**src/rtl/regfile_pkg.sv**
```systemverilog
// ============================================================================
// Module   : regfile_pkg
// Brief    : Shared types and default widths for the register-file write path.
// Revision : 1.0 - initial release
// ============================================================================
`default_nettype none

package regfile_pkg;

  localparam int REGFILE_SEL_W  = 5;
  localparam int REGFILE_DATA_W = 32;

  typedef enum logic [1:0] {
    EMPTY = 2'd0,
    ONE   = 2'd1,
    FULL  = 2'd2
  } state_e;

  typedef struct packed {
    logic [REGFILE_SEL_W-1:0]  sel;
    logic [REGFILE_DATA_W-1:0] data;
  } entry_t;

endpackage

`default_nettype wire

```
**src/rtl/onehot_decoder.sv**
```systemverilog
// ============================================================================
// Module   : onehot_decoder
// Brief    : Select-to-one-hot decode gated by en_in, with optional index-0 mask.
// Revision : 1.0 - initial release
// ============================================================================
`default_nettype none

module onehot_decoder #(
  parameter int SEL_W     = 5,
  parameter int ZERO_MASK = 1
) (
  input  logic [SEL_W-1:0]      sel,
  input  logic                  en_in,
  output logic [2**SEL_W-1:0]   onehot_out
);

  localparam int OUTS = 2**SEL_W;

  logic [OUTS-1:0] raw_onehot;

  always_comb begin
    raw_onehot      = '0;
    raw_onehot[sel] = en_in;
  end

  generate
    if (ZERO_MASK != 0) begin : g_zero_mask
      assign onehot_out = {raw_onehot[OUTS-1:1], 1'b0};
    end else begin : g_no_mask
      assign onehot_out = raw_onehot;
    end
  endgenerate

endmodule

`default_nettype wire

```
**src/rtl/regfile_wen_demux.sv**
```systemverilog
// ============================================================================
// Module   : regfile_wen_demux
// Brief    : 2-entry skid-buffered write-enable demux for the register array.
//            Optional counters enabled by REGFILE_WEN_DEMUX_STATS_EN.
// Revision : 1.0 - initial release
// ============================================================================
`default_nettype none

module regfile_wen_demux
  import regfile_pkg::*;
#(
  parameter int SEL_W     = REGFILE_SEL_W,
  parameter int DATA_W    = REGFILE_DATA_W,
  parameter int ZERO_MASK = 1
) (
  input  logic                 clk,
  input  logic                 reset,
  input  logic                 in_valid,
  output logic                 in_ready,
  input  logic [SEL_W-1:0]     in_sel,
  input  logic [DATA_W-1:0]    in_data,
  output logic                 out_valid,
  input  logic                 out_ready,
  output logic [2**SEL_W-1:0]  out_en,
  output logic [SEL_W-1:0]     out_sel,
  output logic [DATA_W-1:0]    out_data
`ifdef REGFILE_WEN_DEMUX_STATS_EN
  ,
  output logic [15:0]          stat_masked,
  output logic [15:0]          stat_stall
`endif
);

  localparam int OUTS = 2**SEL_W;

  typedef struct packed {
    logic [SEL_W-1:0]  sel;
    logic [DATA_W-1:0] data;
  } slot_t;

  state_e state_q, state_d;
  slot_t  head_q, head_d;
  slot_t  skid_q, skid_d;
  slot_t  in_entry;
  logic   in_fire;
  logic   out_fire;

  assign in_entry  = '{sel: in_sel, data: in_data};
  assign in_ready  = (state_q != FULL);
  assign out_valid = (state_q != EMPTY);
  assign in_fire   = in_valid & in_ready;
  assign out_fire  = out_valid & out_ready;
  assign out_sel   = head_q.sel;
  assign out_data  = head_q.data;

  always_comb begin
    state_d = state_q;
    head_d  = head_q;
    skid_d  = skid_q;
    case (state_q)
      EMPTY: begin
        if (in_fire) begin
          head_d  = in_entry;
          state_d = ONE;
        end
      end
      ONE: begin
        if (in_fire && out_fire) begin
          head_d = in_entry;
        end else if (in_fire) begin
          skid_d  = in_entry;
          state_d = FULL;
        end else if (out_fire) begin
          state_d = EMPTY;
        end
      end
      FULL: begin
        if (out_fire) begin
          head_d  = skid_q;
          state_d = ONE;
        end
      end
      default: state_d = EMPTY;
    endcase
  end

  always_ff @(posedge clk) begin
    if (reset) begin
      state_q <= EMPTY;
      head_q  <= '0;
      skid_q  <= '0;
    end else begin
      state_q <= state_d;
      head_q  <= head_d;
      skid_q  <= skid_d;
    end
  end

  // Enable derives only from registered state, so it cannot glitch within a cycle.
  onehot_decoder #(
    .SEL_W     (SEL_W),
    .ZERO_MASK (ZERO_MASK)
  ) u_decoder (
    .sel        (head_q.sel),
    .en_in      (out_valid),
    .onehot_out (out_en)
  );

`ifdef REGFILE_WEN_DEMUX_STATS_EN
  logic [15:0] stat_masked_q, stat_masked_d;
  logic [15:0] stat_stall_q, stat_stall_d;
  logic        masked_retire;

  assign masked_retire = (ZERO_MASK != 0) && out_fire && (head_q.sel == '0);

  always_comb begin
    stat_masked_d = stat_masked_q;
    stat_stall_d  = stat_stall_q;
    if (masked_retire && (stat_masked_q != 16'hFFFF)) begin
      stat_masked_d = stat_masked_q + 16'd1;
    end
    if (in_valid && !in_ready && (stat_stall_q != 16'hFFFF)) begin
      stat_stall_d = stat_stall_q + 16'd1;
    end
  end

  always_ff @(posedge clk) begin
    if (reset) begin
      stat_masked_q <= '0;
      stat_stall_q  <= '0;
    end else begin
      stat_masked_q <= stat_masked_d;
      stat_stall_q  <= stat_stall_d;
    end
  end

  assign stat_masked = stat_masked_q;
  assign stat_stall  = stat_stall_q;
`endif

endmodule

`default_nettype wire

```
**config.mk**
```make
export PLATFORM = sky130hd
export DESIGN_NAME = regfile_wen_demux
export DESIGN_NICKNAME = d
export VERILOG_FILES = /design/src/rtl/regfile_pkg.sv /design/src/rtl/onehot_decoder.sv /design/src/rtl/regfile_wen_demux.sv
export SDC_FILE = /design/constraint.sdc
export NUM_CORES = 1
export LEC_CHECK = 0
export ABC_CLOCK_PERIOD_IN_PS = 3800
export CORE_MARGIN = 2
export CORE_UTILIZATION = 52
export CTS_BUF_LIST = sky130_fd_sc_hd__clkbuf_8
export CTS_CLUSTER_DIAMETER = 120
export CTS_CLUSTER_SIZE = 16
export DETAILED_ROUTE_END_ITERATION = 6
export HOLD_SLACK_MARGIN = 0.02
export PLACE_DENSITY = 0.9
export SYNTH_ARGS = -nofsm -noshare
export SYNTH_HDL_FRONTEND = slang
export SYNTH_HIERARCHICAL = 1
export SYNTH_SLANG_ARGS = --single-unit
```
**constraint.sdc**
```tcl
create_clock -name clk -period 3.8 [get_ports clk]
set_input_delay 0.95 -clock clk [delete_from_list [all_inputs] [get_ports clk]]
set_output_delay 0.95 -clock clk [all_outputs]
set_load 0.02 [all_outputs]
```
==> reports/results.txt <==
Sum Neg Setup Slack = 0 ns
Min-Delay Path Depth = 2
CTS resizes = 0
RSZ-0062 raised after global routing = false
Row cnt = 30
TritonRoute pass-1 iters = 5
CP Capture Type = output pin
R2R Path Start = state_q[0]
Clk root buf = clkbuf_8
Worst setup path category = reg -> out
Max_cap viols = 0
Initial drt markers = 189
Worst vdd ir = 0.275 mV
Port Buffers = 110
Clk_lat worst skew = 0.34 ns
Post-synth design cell area = 3610 µm²
Remaining DRCs = 0
Hold buffer count at cts = 0
FF-to-FF path depth = 4
CORE AREA = 6760 µm²
Slew at the pin closest to its max-slew limit = 0.902 ns
Layout cell share with drive strength beyond 1 = 0.113
Initial Utilization = 0.535
Slew Viols, Final = 0
Leakage = 0.00187 µW
Placed Area = 4670 µm²
Post-synthesis simple-gate area fraction = 0.159
# IOs = 112
Critical path launch point type = flip-flop
R2r setup slk = 1.97 ns
Mean post-synth cell area = 9.06 µm²
Dpl cells = 558
Hold endpoint = skid_q[35]
Net Count, Synth = 440
Sequential area share after synthesis = 0.421
Combinational family with the most area after synthesis = compound AO/OA/AOI/OAI gates
Ys Warns = 6
Worst Path Max Fanout = 9
Commonest cells after routing, fill and taps aside = clkdlybuf4s50_1, nand2_1, dfxtp_1
Count of cell types in the netlist = 29
Die height = 87.4 µm
Achievable Freq = 302 MHz
Tcrit/Tclk final = 0.872
# setup viols final = 0
Adder-cell share of the synthesized area = 0
CTS HTree Levels = 3
GRT Resource Usage Total = 0.246
Final Wtd Congestion = 0.774
DIE WIDTH = 87.4 µm
Clock Skews = 0.00507 ns
CTS sink count = 76
Req. time, crit path = 2.85 ns
Worst EP arrival = 2.36 ns
PwrDens = 387 nW/µm²
First-pass GRT wire length = 14,900 µm
Worst Hold Class = reg -> reg
Hold Path Origin = skid_q[35]
Clk buf depth = 2
Area Overhead vs Synth = 34.9%
Compound-gate portion of the synthesized area = 0.246
Status = complete, no violations
Number of global-route vias before repair = 3,133
Average wire per standard cell = 16.3 µm
Buffer count from post-CTS setup fixing = 0
Die ar. = 7630 µm²
Largest net degree at the start of global routing = 77
Hold WS = 0.455 ns
Finished Layout Cells = 574
Via/cell ratio = 5.78
Initial antenna violation count = 0
CTS tree = done
Hpwl dp = 6050 µm
Gr ovfl total = 0
Final hold violation count = 0
Power, Total = 1890 µW
CTS Buf Count = 9
Ant. Diodes = 0
Most common cell after layout, fill and taps aside = clkdlybuf4s50_1
Final Net Count = 530
Synth Instances = 399
Detail Route Antenna Nets = 0
Design area = 4880 µm²
Mux cell area share after synthesis = 0.102
Rel. slew slack = 0.399
Post-Route WL = 9360 µm
Synthesized flop and latch total = 76
Synth Area in XOR/XNOR = 0
Reg2reg end = out_data[22]
Min Tclk post-route = 3.31 ns
Worst-path clk slew = 0.07 ns
Via count = 3,315
## report_power, final
part | internal, µW | switching (µW) | total, µW | leakage [µW]
Clock | 335 | 284 | 619 | 0.000107
Combinational | 186 | 203 | 389 | 0.00114
Sequential | 845 | 35.2 | 880 | 0.000623
Total | 1370 | 522 | 1890 | 0.00187
## stage by stage
step | utilization | setup slack, ns
2_1_floorplan | - | 1.39
3_3_place_gp | 0.692 | 0.872
3_5_place_dp | 0.692 | 0.827
4_1_cts | 0.722 | 0.460
5_1_grt | 0.722 | 0.326
6_report | 0.722 | 0.486
## registers in the layout (all words and copies together) (netlist names)
| name | flops |
|---|---|
| state_q | 2 |
| out_data | 32 |
| skid_q | 37 |
| out_sel | 5 |
## Yosys cell counts (all sizes together)
master | instances | share of area
a211oi | 74 | 0.18
a21o | 2 | 0.0042
a21oi | 38 | 0.053
and2 | 1 | 0.0017
and3b | 1 | 0.0024
buf | 31 | 0.061
clkbuf | 10 | 0.010
conb | 1 | 0.0010
dfxtp | 76 | 0.42
mux2i | 37 | 0.10
nand2 | 76 | 0.079
nand2b | 4 | 0.0069
nand4 | 1 | 0.0017
nand4b | 3 | 0.0073
nand4bb | 4 | 0.012
nor2 | 32 | 0.033
nor2b | 1 | 0.0024
nor4bb | 1 | 0.0028
o21a | 1 | 0.0021
o21bai | 1 | 0.0031
or2 | 2 | 0.0035
or3b | 1 | 0.0024
or4b | 1 | 0.0028
## cell families (layout without fill, tap and decap cells)
group | count (synthesis) | after routing
buffers and inverters | 41 | 136
AO/OA/AOI/OAI | 116 | 116
other | 1 | 1
flip-flops | 76 | 76
multiplexers | 37 | 37
AND/OR/NAND/NOR | 128 | 128
## worst max path at each step
stage	start	to	slack [ns]
after global placement	state_q[1]	out_en[1]	0.87
after floorplan	state_q[1]	out_en[1]	1.39
final	state_q[1]	out_en[1]	0.49
after global routing	state_q[1]	out_en[3]	0.33
after CTS	state_q[1]	out_en[1]	0.46
after detailed placement	state_q[1]	out_en[1]	0.83
## worst max-delay path, stage by stage (launching register included)
cell             delay, ns
dfxtp_1               0.53
or2_2                 0.27
or4b_1                0.51
nor2_1                0.11
clkdlybuf4s50_1       0.61
## layer usage
metal	up-vias	GRT usage	wire length (µm)
met4	0	0.0769	119
met5	-	0	0
li1	1600	-	-
met3	10	0.0654	587
met1	1586	0.294	3910
met2	119	0.429	4740
## area by class of cell
cell class | count | area [µm²]
clock buffers | 11 | 151
clock inverters | 5 | 51.3
fillers | 521 | 1880
multi-input cells | 282 | 1870
flip-flops and latches | 76 | 1520
well taps | 80 | 100
repair buffers | 120 | 1180
Power figures use the tool's default switching activity.
